File: src/rtl/universal_mod_counter_if.sv
// Control/status bundle for universal_mod_counter.
// The master drives the count controls; the slave returns the count and flags.
interface universal_mod_counter_if #(
   parameter int N      = 8,
   parameter int STEP_W = 4
);
   logic              syn_clr;
   logic              load;
   logic              en;
   logic              up;
   logic              mode;
   logic [N-1:0]      d;
   logic [STEP_W-1:0] step;
   logic [N-1:0]      limit;
   logic              clr_ovf;
   logic [N-1:0]      q;
   logic              max_tick;
   logic              min_tick;
   logic              wrap_pulse;
   logic              ovf_sticky;

   modport master (
      output syn_clr, load, en, up, mode, d, step, limit, clr_ovf,
      input  q, max_tick, min_tick, wrap_pulse, ovf_sticky
   );

   modport slave (
      input  syn_clr, load, en, up, mode, d, step, limit, clr_ovf,
      output q, max_tick, min_tick, wrap_pulse, ovf_sticky
   );
endinterface

File: src/rtl/universal_mod_counter.sv
// Universal modulo counter: runtime limit and step, wrap or saturate mode,
// registered wrap pulse and set-dominant sticky overflow flag.
module universal_mod_counter #(
   parameter int N      = 8,
   parameter int STEP_W = 4
) (
   input  logic                      clk,
   input  logic                      rst,
   universal_mod_counter_if.slave    bus
);
   logic [N-1:0] q_q, q_d;
   logic         wrap_q, wrap_d;
   logic         ovf_q, ovf_d;

   // All arithmetic is one bit wider than the count so sums never overflow.
   logic [N:0] lim_x, q_x, step_x, s_x, t_x, lim_p1;
   logic       ovf_set;

   // Effective step is clipped to limit, so a step larger than the range
   // still moves at most one full period.
   always_comb begin
      lim_x  = {1'b0, bus.limit};
      q_x    = {1'b0, q_q};
      step_x = {{(N+1-STEP_W){1'b0}}, bus.step};
      s_x    = (step_x > lim_x) ? lim_x : step_x;
      t_x    = q_x + s_x;
      lim_p1 = lim_x + 1'b1;
   end

   // Next-state: priority syn_clr > load > limit-fix > count.
   always_comb begin
      q_d     = q_q;
      wrap_d  = 1'b0;
      ovf_set = 1'b0;
      ovf_d   = ovf_q;
      if (bus.syn_clr) begin
         q_d = '0;
      end else begin
         if (bus.load) begin
            q_d = (bus.d > bus.limit) ? bus.limit : bus.d;
         end else if (q_q > bus.limit) begin
            // Limit was lowered under the count: pull q back into range.
            q_d = bus.limit;
         end else if (bus.en && (s_x != '0)) begin
            if (bus.up) begin
               if (t_x <= lim_x) begin
                  q_d = t_x[N-1:0];
               end else if (!bus.mode) begin
                  q_d     = N'(t_x - lim_p1);
                  wrap_d  = 1'b1;
                  ovf_set = 1'b1;
               end else begin
                  q_d     = bus.limit;
                  ovf_set = 1'b1;
               end
            end else begin
               if (s_x <= q_x) begin
                  q_d = N'(q_x - s_x);
               end else if (!bus.mode) begin
                  q_d     = N'(q_x + lim_p1 - s_x);
                  wrap_d  = 1'b1;
                  ovf_set = 1'b1;
               end else begin
                  q_d     = '0;
                  ovf_set = 1'b1;
               end
            end
         end
         // Set wins over clear when both happen in the same cycle.
         ovf_d = ovf_set | (ovf_q & ~bus.clr_ovf);
      end
   end

   // State registers with synchronous reset.
   always_ff @(posedge clk) begin
      if (rst) begin
         q_q    <= '0;
         wrap_q <= 1'b0;
         ovf_q  <= 1'b0;
      end else begin
         q_q    <= q_d;
         wrap_q <= wrap_d;
         ovf_q  <= ovf_d;
      end
   end

   // Outputs: registered state plus combinational terminal-count ticks.
   always_comb begin
      bus.q          = q_q;
      bus.wrap_pulse = wrap_q;
      bus.ovf_sticky = ovf_q;
      bus.max_tick   = (q_q == bus.limit);
      bus.min_tick   = (q_q == '0);
   end
endmodule

File: src/flat_wrapper.sv
// flat-port wrapper written by rule: the top's interface ports become plain ports
module universal_mod_counter_flat 
#(
   parameter int N      = 8,
   parameter int STEP_W = 4
)
  (clk, rst, bus_syn_clr, bus_load, bus_en, bus_up, bus_mode, bus_d, bus_step, bus_limit, bus_clr_ovf, bus_q, bus_max_tick, bus_min_tick, bus_wrap_pulse, bus_ovf_sticky);
  universal_mod_counter_if #(.N(N), .STEP_W(STEP_W)) bus_i ();
  input  logic clk;
  input  logic rst;
  input wire logic [$bits(bus_i.syn_clr)-1:0] bus_syn_clr;
  input wire logic [$bits(bus_i.load)-1:0] bus_load;
  input wire logic [$bits(bus_i.en)-1:0] bus_en;
  input wire logic [$bits(bus_i.up)-1:0] bus_up;
  input wire logic [$bits(bus_i.mode)-1:0] bus_mode;
  input wire logic [$bits(bus_i.d)-1:0] bus_d;
  input wire logic [$bits(bus_i.step)-1:0] bus_step;
  input wire logic [$bits(bus_i.limit)-1:0] bus_limit;
  input wire logic [$bits(bus_i.clr_ovf)-1:0] bus_clr_ovf;
  output wire logic [$bits(bus_i.q)-1:0] bus_q;
  output wire logic [$bits(bus_i.max_tick)-1:0] bus_max_tick;
  output wire logic [$bits(bus_i.min_tick)-1:0] bus_min_tick;
  output wire logic [$bits(bus_i.wrap_pulse)-1:0] bus_wrap_pulse;
  output wire logic [$bits(bus_i.ovf_sticky)-1:0] bus_ovf_sticky;
  assign bus_i.syn_clr = bus_syn_clr;
  assign bus_i.load = bus_load;
  assign bus_i.en = bus_en;
  assign bus_i.up = bus_up;
  assign bus_i.mode = bus_mode;
  assign bus_i.d = bus_d;
  assign bus_i.step = bus_step;
  assign bus_i.limit = bus_limit;
  assign bus_i.clr_ovf = bus_clr_ovf;
  assign bus_q = bus_i.q;
  assign bus_max_tick = bus_i.max_tick;
  assign bus_min_tick = bus_i.min_tick;
  assign bus_wrap_pulse = bus_i.wrap_pulse;
  assign bus_ovf_sticky = bus_i.ovf_sticky;
  universal_mod_counter #(.N(N), .STEP_W(STEP_W)) u_core (.clk(clk), .rst(rst), .bus(bus_i));
endmodule
File: config.mk
export PLATFORM = sky130hd
export DESIGN_NAME = universal_mod_counter_flat
export DESIGN_NICKNAME = d
export VERILOG_FILES = /design/src/rtl/universal_mod_counter_if.sv /design/src/rtl/universal_mod_counter.sv /design/src/flat_wrapper.sv
export SDC_FILE = /design/constraint.sdc
export NUM_CORES = 1
export LEC_CHECK = 0
export CORE_MARGIN = 8
export CORE_UTILIZATION = 65
export CTS_CLUSTER_DIAMETER = 50
export DETAILED_ROUTE_END_ITERATION = 10
export DONT_BUFFER_PORTS = 1
export GPL_TIMING_DRIVEN = 1
export HOLD_SLACK_MARGIN = 0.15
export PLACE_DENSITY = 0.83
export SLEW_MARGIN = 10
export SYNTH_ARGS = -nofsm -noshare
export SYNTH_HDL_FRONTEND = slang
export SYNTH_SLANG_ARGS = --single-unit
export TNS_END_PERCENT = 1
File: constraint.sdc
create_clock -name clk -period 6.5 [get_ports clk]
set_clock_uncertainty 0.05 [all_clocks]
set_input_delay 0.975 -clock clk [delete_from_list [all_inputs] [get_ports clk]]
set_output_delay 0.975 -clock clk [all_outputs]
set_load 0.03 [all_outputs]
* Yosys cells after proc, flatten, opt, wreduce, memory -nomap -nowiden
Index checks and enable logic that the tools add are counted.
Word-level totals: register bits 10, latch bits 0, memory bits (writable) 0, ROM bits 0, bits of input ports 28, output and inout port bits 12, memories 0
Cells by class: $add $sub $neg 6, $mul 0, div/mod/pow operators 0, order comparisons 5, equality and inequality tests 1, shifts and indexed selects 0, mux-type cells 21, bitwise operators 4, reduce and logical (&&, ||, !) cells 6
Operators with widths (number):
- 8-bit 2-to-1 mux | 10
- 8-bit subtractor | 3
- 9-bit by 8-bit <= comparator with 1-bit output | 2
- 8-bit > comparator | 2
- 1-bit 2-to-1 mux | 11
- 8-bit by 8-bit adder with 9-bit output | 1
- 9-bit nonzero test | 1
- 8-bit by 1-bit adder with 8-bit output, second input constant | 1
- 8-bit adder | 1
- 8-bit equality test | 1
- 4-bit by 8-bit > comparator with 1-bit output | 1
- 8-bit logical NOT | 1
- 5-bit OR reduction | 1
- 3-bit nonzero test | 1
- 1-bit NOT | 2
- 2-bit OR reduction | 1
- 1-bit bitwise AND | 1
- 1-bit logical AND | 1
- 1-bit bitwise OR | 1

* Longest topological paths before layout
Gate-level depths: netlist (run 1).
word-level depth 11, gate-level depth with buffers 24

* Worst setup path before layout (run 1)
No wires, ideal clock.
path kind input -> register, start point in bus_limit[2], end point reg u_core.q_q[3], in the netlist u_core.bus.q[3], setup time 0.129 ns, arrival time 5.621 ns, required time 6.321 ns, slack 0.700 ns, cell stages on the path 22, buffers on the path 1, path through inv_1 ha_1 o21ai_0 a21oi_1 o211ai_1 nand2_1 o21ai_0 inv_1 fa_1 o21bai_1 a21oi_1 o31a_1 xor2_1 ha_1 a211o_2 a211oi_1 a32o_1 o31a_1 buf_6 mux2_2 a2111oi_0 nor2_1
On the way: word-level cells in the longest chain between the ends 10
RTL lines:
- start: declaration | RTL line flat_wrapper.sv:18 | input wire logic [$bits(bus_i.limit)-1:0] bus_limit;
- 4-bit by 8-bit > comparator with 1-bit output | RTL line universal_mod_counter.sv:25 | s_x = (step_x > lim_x) ? lim_x : step_x;
- 8-bit 2-to-1 mux | RTL line universal_mod_counter.sv:25
- 8-bit by 8-bit adder with 9-bit output | RTL line universal_mod_counter.sv:26 | t_x = q_x + s_x;
- 8-bit subtractor | RTL line universal_mod_counter.sv:49 | q_d = N'(t_x - lim_p1);
- 8-bit 2-to-1 mux | RTL line universal_mod_counter.sv:48 | end else if (!bus.mode) begin
- 8-bit 2-to-1 mux | RTL line universal_mod_counter.sv:46 | if (t_x <= lim_x) begin
- 8-bit 2-to-1 mux | RTL line universal_mod_counter.sv:45 | if (bus.up) begin
- 8-bit 2-to-1 mux | RTL line universal_mod_counter.sv:44 | end else if (bus.en && (s_x != '0)) begin
- 8-bit 2-to-1 mux | RTL line universal_mod_counter.sv:41 | end else if (q_q > bus.limit) begin
- 8-bit 2-to-1 mux | RTL line universal_mod_counter.sv:39 | if (bus.load) begin
- end signal: assignment | RTL line universal_mod_counter.sv:81 | q_q <= q_d;
- end: declaration | RTL line universal_mod_counter.sv:11 | logic [N-1:0] q_q, q_d;
Parallel ways exist; a longest one is shown, timed or not. The select of a mux whose other input is x is not followed. A chain may end at the register's enable or synchronous reset.

* Worst setup path after layout (run 1)
start point in bus_limit[1], end point reg u_core.q_q[5], in the netlist u_core.bus.q[5]
Same word-level chain as after synthesis.

==> impl_metrics.yaml, run 1 <==
final_layout:
  nets: 557
  layout_commonest_cell: "ha_1"
  n_fill_cell: 467
  final_cells: 518
  regArea_sq_um: 200.2
  drive_gt1_share_pct: 5.134
  utilization_pct: 69.66
  area_growth_pct: 5.684
  insertedDiodeCount: 0
  design_area_sq_um: 3490
  multi_input_area_sq_um: 2918
  final_cell_mix: "ha_1, inv_1, nand2_1"
floorplanning:
  rows: 26
  coreArea_sq_um: 5010
  die_area_sq_um: 7617
  die_h_um: 87.28
  dieWidth_um: 87.28
  ioPinCount: 40
  start_util_pct: 65.91
route:
  drtIter0Drc: 201
  via_count: 3314
  routed_via_density: 6.398
  drc: 0
  ant_nets: 0
  wl_per_cell_um: 18.87
  firstDrtPassIters: 4
  routed_wl_mm: 9.774
synthesis:
  async_reset_ff_share_pct: 0
  synth_compound_area_share_pct: 25.58
  syn-cell-area_sq_um: 3302
  synth_flop_cell: "dfxtp_1"
  yosys.area.top_type: "ha_1"
  synth_edf_count: 0
  synth_top_area_share_pct: 26.53
  synthCells: 434
  yosys.area_share.simple_pct: 19.21
  synth_fa_ha_area_share_pct: 32.59
  yosys_warnings: 0
  synth_top_family_by_area: "adder cells"
  synth_seq_cells: 10
  synth_area_per_cell_sq_um: 7.608
  ys_seq_area_share_pct: 6.063
  synth_area_leaders: "ha_1, dfxtp_1, fa_1"
  synth.mux.area_fraction_pct: 2.008
  synthDistinctLibCells: 60
  synthXorXnorAreaFrac_pct: 7.162
worst_setup_path:
  setup.worst_path.start_class: "input port"
  cp_data_arrival_time_ns: 6.16
  worstPathRequired_ns: 6.56
  setup.worst_path.class: "input port to flip-flop"
  cp.depth: 22
  path_buf_inv: 2
  rr_worst_depth: 14
  cpMostUsedCell: "ha_1"
  path_delay_family: "compound AO/OA/AOI/OAI gates"
  slowest_delay_ns: 0.47
  cp_max_fo: 11
  cp_cell_sequence: "inv_1, ha_1, nand2b_1, a21oi_1, o211ai_1, nand2_1, o21ai_0, ha_1, inv_1, fa_1, o21bai_1, a21oi_1, o31a_1, xor2_1, ha_1, a211o_2, a211oi_1, a32o_1, o31a_1, mux2_2, a211oi_1, o22ai_1"
  cp_slowest_cell: "o31a_1"
  endpoint_kind: "flip-flop"
outcome:
  status: "finished clean"
pwr:
  leakagePower_nw: 1.630
  ir_worst_vdd_v: 0.0001499
  power_density_nw_per_um2: 178.0
  finalPower_mw: 0.6212
hold_path:
  hold-path-cell-count: 2
  hp-class: "flip-flop to flip-flop"
place:
  dpl.cell_count: 513
  dp_slack_ns: 0.1091
  routabilityCongestion: 1.018
  hpwlAfterDp_mm: 8.019
  placedInstanceArea_sq_um: 3427
  io_buffers: 0
cts:
  cts.clk_slew.worst_paths_ns: 0.05
  cts_resized: 0
  numCtsBuffers: 3
  root_buffer: "clkbuf_8"
  cts.path.max_buffers: 2
  cts.sinks: 10
  htreeDepth: 1
  post_cts_buffers: 0
  insertion_delay_ns: 0.25
  cts_tree: "yes"
  cts_hold_buf: 0
global_routing:
  antenna_found_initial: 0
  track_usage_pct: 26.27
  grt_pass1_wl_mm: 15.83
  grt.overflow.total: 0
  grt_max_degree: 25
  grt_pass1_vias: 3257
sta:
  setup_ws_ns: 0.4013
  fmax_mhz: 164.0
  fin_crit_sh_pct: 93.83
  slew_viol_final: 0
  finalSetupViolations: 0
  tightest_slew_ns: 1.187
  slew_headroom_pct: 20.49
  layout_min_cycle_time_ns: 6.099
  rsz0062_at_grt: "no"
  fin_hold_ws_ns: 0.5872
  finalHoldViolations: 0
  fin_setup_tns_ns: 0
job:
  maxCapViolCount: 0
==> sequential cells by signal (all words and copies together), names as in the netlist <==
| register | cells |
|---|---|
| u_core.bus.ovf_sticky | 1 |
| u_core.bus.q | 8 |
| u_core.bus.wrap_pulse | 1 |
==> worst min-delay path, cell delays in order, from the launching register on <==
cell and delay (ns):
dfxtp_1 0.41, o21ai_0 0.12, a21oi_1 0.07
==> cell usage after synthesis, types with 4 or more instances <==
library cell / number
fa_1: 10
inv_1: 49
nor4_1: 4
xor2_1: 7
nor3_1: 6
nor2b_1: 5
nand4_1: 11
o211ai_1: 11
nand2b_1: 4
mux2_2: 5
ha_1: 70
nor2_1: 29
nand3_1: 12
a21o_1: 5
dfxtp_1: 10
nand2_1: 32
clkbuf_1: 8
a211oi_1: 8
o2111ai_1: 5
o21ai_0: 21
a31oi_1: 6
or3_1: 4
o21bai_1: 6
a21oi_1: 29
and2_1: 4
xnor2_1: 20
==> final timing paths <==
check                                            from               endpoint  slack, ns
worst max register to register        u_core.bus.q[1]        u_core.bus.q[5]       1.56
worst min register to register  u_core.bus.ovf_sticky  u_core.bus.ovf_sticky       0.59
worst max-delay path                     bus_limit[1]        u_core.bus.q[5]       0.40
worst min-delay path            u_core.bus.ovf_sticky  u_core.bus.ovf_sticky       0.59
==> report_power, final <==
group	switching [mW]	total, mW	internal [mW]
combinational	0.259	0.451	0.192
clock	0.0292	0.0829	0.0536
sequential	0.0213	0.0872	0.0660
==> cell families after synthesis <==
| group | Yosys count |
|---|---|
| other | 2 |
| DFF | 10 |
| muxes | 6 |
| adders and majority gates | 80 |
| xor gates and xnor gates | 27 |
| buffers and inverters | 59 |
| AOI/OAI and AO/OA | 124 |
| and+or+nand+nor | 126 |
==> layer usage <==
metal	global-route usage (%)	wire [um]
met3	3.962	723
met4	8.906	259
met1	30.37	4022
met2	47.45	4768
met5	0	0
==> area by class of cell <==
type                       instances  area share (%)
sequential                        10           5.737
timing repair buffer               6           1.291
inverter                          49           5.271
clock buffer                       4           1.578
multi-input combinational        379           83.61
tap                               70           2.510
Note: power is estimated with default switching activity, not from simulation.
==> run 2: changes to the inputs <==
--- a/config.mk
+++ b/config.mk
@@ -7,12 +7,13 @@
 export LEC_CHECK = 0
 export CORE_MARGIN = 8
 export CORE_UTILIZATION = 65
+export CTS_BUF_LIST = sky130_fd_sc_hd__clkbuf_8
 export CTS_CLUSTER_DIAMETER = 50
 export DETAILED_ROUTE_END_ITERATION = 10
 export DONT_BUFFER_PORTS = 1
 export GPL_TIMING_DRIVEN = 1
 export HOLD_SLACK_MARGIN = 0.15
-export PLACE_DENSITY = 0.83
+export PLACE_DENSITY = 0.9
 export SLEW_MARGIN = 10
 export SYNTH_ARGS = -nofsm -noshare
 export SYNTH_HDL_FRONTEND = slang
==> run 2 against run 1 <==
  * Sequential power down 3.2%
  * Sequential cell count unchanged
  * Count of clock-buffer cells in the layout unchanged
  * Total power grew 0.40%
  * Die area is the same
==> impl_metrics.yaml, run 2 (same netlist as run 1, synthesis figures left out) <==
worst_setup_path:
  cp_slowest_cell: "o211ai_1"
  r2r-end: "u_core.bus.q[3]"
  cp_cell_sequence: "inv_1, ha_1, o21ai_0, a21oi_1, o211ai_1, nand2_1, o21ai_0, ha_1, inv_1, fa_1, o21bai_1, a21oi_1, o31a_1, xor2_1, ha_1, a211o_2, a211oi_1, a32o_1, o31a_1, mux2_2, a2111oi_0, nor2_1"
  cp-endpoint: "u_core.bus.q[3]"
  r2r-start: "u_core.bus.q[1]"
  cp_max_fo: 11
  path_delay_family: "compound AO/OA/AOI/OAI gates"
  setup.worst_path.start_class: "input port"
  setup.worst_path.class: "input port to flip-flop"
  worstPathRequired_ns: 6.58
  path_buf_inv: 2
  cpMostUsedCell: "ha_1"
  rr_worst_depth: 14
  slowest_delay_ns: 0.51
  ff2ff_setup_slack_ns: 1.69
  crit_start: "bus_limit[2]"
  cp_data_arrival_time_ns: 6.11
  cp.depth: 22
  endpoint_kind: "flip-flop"
final_layout:
  n_fill_cell: 427
  area_growth_pct: 6.366
  insertedDiodeCount: 0
  drive_gt1_share_pct: 5.765
  layout_commonest_cell: "ha_1"
  nets: 560
  final_cell_mix: "ha_1, inv_1, nand2_1"
  design_area_sq_um: 3512
  largest_register_ffs: 8
floorplanning:
  die_area_sq_um: 7617
  dieWidth_um: 87.28
  rows: 26
  start_util_pct: 65.91
  die_h_um: 87.28
  coreArea_sq_um: 5010
  ioPinCount: 40
sta:
  fin_hold_ws_ns: 0.5894
  layout_min_cycle_time_ns: 6.034
  fmax_mhz: 165.7
  slew_viol_final: 0
  rsz0062_at_grt: "no"
  slew_headroom_pct: 52.96
  finalHoldViolations: 0
  tightest_slew_ns: 0.7025
  fin_setup_tns_ns: 0
  fin_crit_sh_pct: 92.83
  finalSetupViolations: 0
cts:
  post_cts_buffers: 0
  htreeDepth: 1
  cts.path.max_buffers: 2
  insertion_delay_ns: 0.25
  cts_tree: "yes"
  cts.clk_slew.worst_paths_ns: 0.05
  cts.sinks: 10
  numCtsBuffers: 3
  cts_resized: 0
  root_buffer: "clkbuf_8"
  cts_hold_buf: 0
pwr:
  p_sw_mw: 0.3091
  p_clk_share_pct: 13.3
  switching_share_pct: 49.57
  pwr-share-seq_pct: 13.5
  power_density_nw_per_um2: 177.6
  combPwrFrac_pct: 73.2
  leakagePower_nw: 1.645
  ir_worst_vdd_v: 0.0001421
  intPower_mw: 0.3145
route:
  drc: 0
  ant_nets: 0
  routed_via_density: 6.430
  firstDrtPassIters: 4
  drtIter0Drc: 203
  routed_wl_mm: 9.937
  wl_per_cell_um: 19.07
  via_count: 3350
place:
  routabilityCongestion: 0.9160
  io_buffers: 0
  hpwlAfterDp_mm: 8.026
  placedInstanceArea_sq_um: 3442
hold_path:
  hp-class: "flip-flop to flip-flop"
global_routing:
  grt_max_degree: 25
  antenna_found_initial: 0
  grt_pass1_vias: 3245
  grt.overflow.total: 0
  grt_pass1_wl_mm: 15.64
  track_usage_pct: 26.11
outcome:
  status: "finished clean"
job:
  maxCapViolCount: 0
-- run 2: worst min path at each step --
stage | from | end | slack (ns) | cells after the start
after global placement | u_core.bus.ovf_sticky | u_core.bus.ovf_sticky | 0.57 | 2
final | u_core.bus.ovf_sticky | u_core.bus.ovf_sticky | 0.59 | 2
after global routing | u_core.bus.ovf_sticky | u_core.bus.ovf_sticky | 0.61 | 2
after CTS | u_core.bus.ovf_sticky | u_core.bus.ovf_sticky | 0.59 | 2
after detailed placement | u_core.bus.ovf_sticky | u_core.bus.ovf_sticky | 0.58 | 2
after floorplan | u_core.bus.ovf_sticky | u_core.bus.ovf_sticky | 0.55 | 2
-- run 2: through the flow --
stage	setup WS (ns)	cells	power (mW)	utilization [%]
finish	0.4662	521	0.6237	70.10
global placement	0.4253	515	0.5165	68.71
detailed placement	0.2667	515	0.5269	68.71
floorplan	0.7000	448	0.4410	-
CTS	0.5104	519	0.6096	69.81
global route	0.007789	521	0.6738	70.10
-- run 2: routing by layer --
metal	GRT usage, %	wire (um)	up-vias
li1	-	-	1609
met1	30.68	4093	1572
met2	45.87	4779	149
met3	3.868	784	20
met4	10.47	280	0
met5	0	0	-
-- run 2: worst min-delay path, delay by kind of cell, from the launching register on --
| family | cells | cell delay, ns |
|---|---|---|
| DFF | 1 | 0.40 |
| AOI/OAI and AO/OA | 2 | 0.19 |
-- run 2: cell type report --
| cell class | count | area, sq um | share of cell area, % |
|---|---|---|---|
| multi-input combinational | 379 | 2918 | 83.08 |
| sequential | 10 | 200.2 | 5.700 |
| inverter | 49 | 183.9 | 5.237 |
| tap | 70 | 87.58 | 2.494 |
| timing repair buffer | 9 | 67.56 | 1.924 |
| clock buffer | 4 | 55.05 | 1.568 |
-- run 2: power groups by stage --
stage / clock network (mW) / registers, mW / logic [mW]
2_1_floorplan: 0 / 0.0829 / 0.358
3_3_place_gp: 0 / 0.0854 / 0.431
3_5_place_dp: 0 / 0.0854 / 0.442
4_1_cts: 0.0797 / 0.0842 / 0.446
5_1_grt: 0.0828 / 0.0849 / 0.506
6_report: 0.0830 / 0.0844 / 0.456
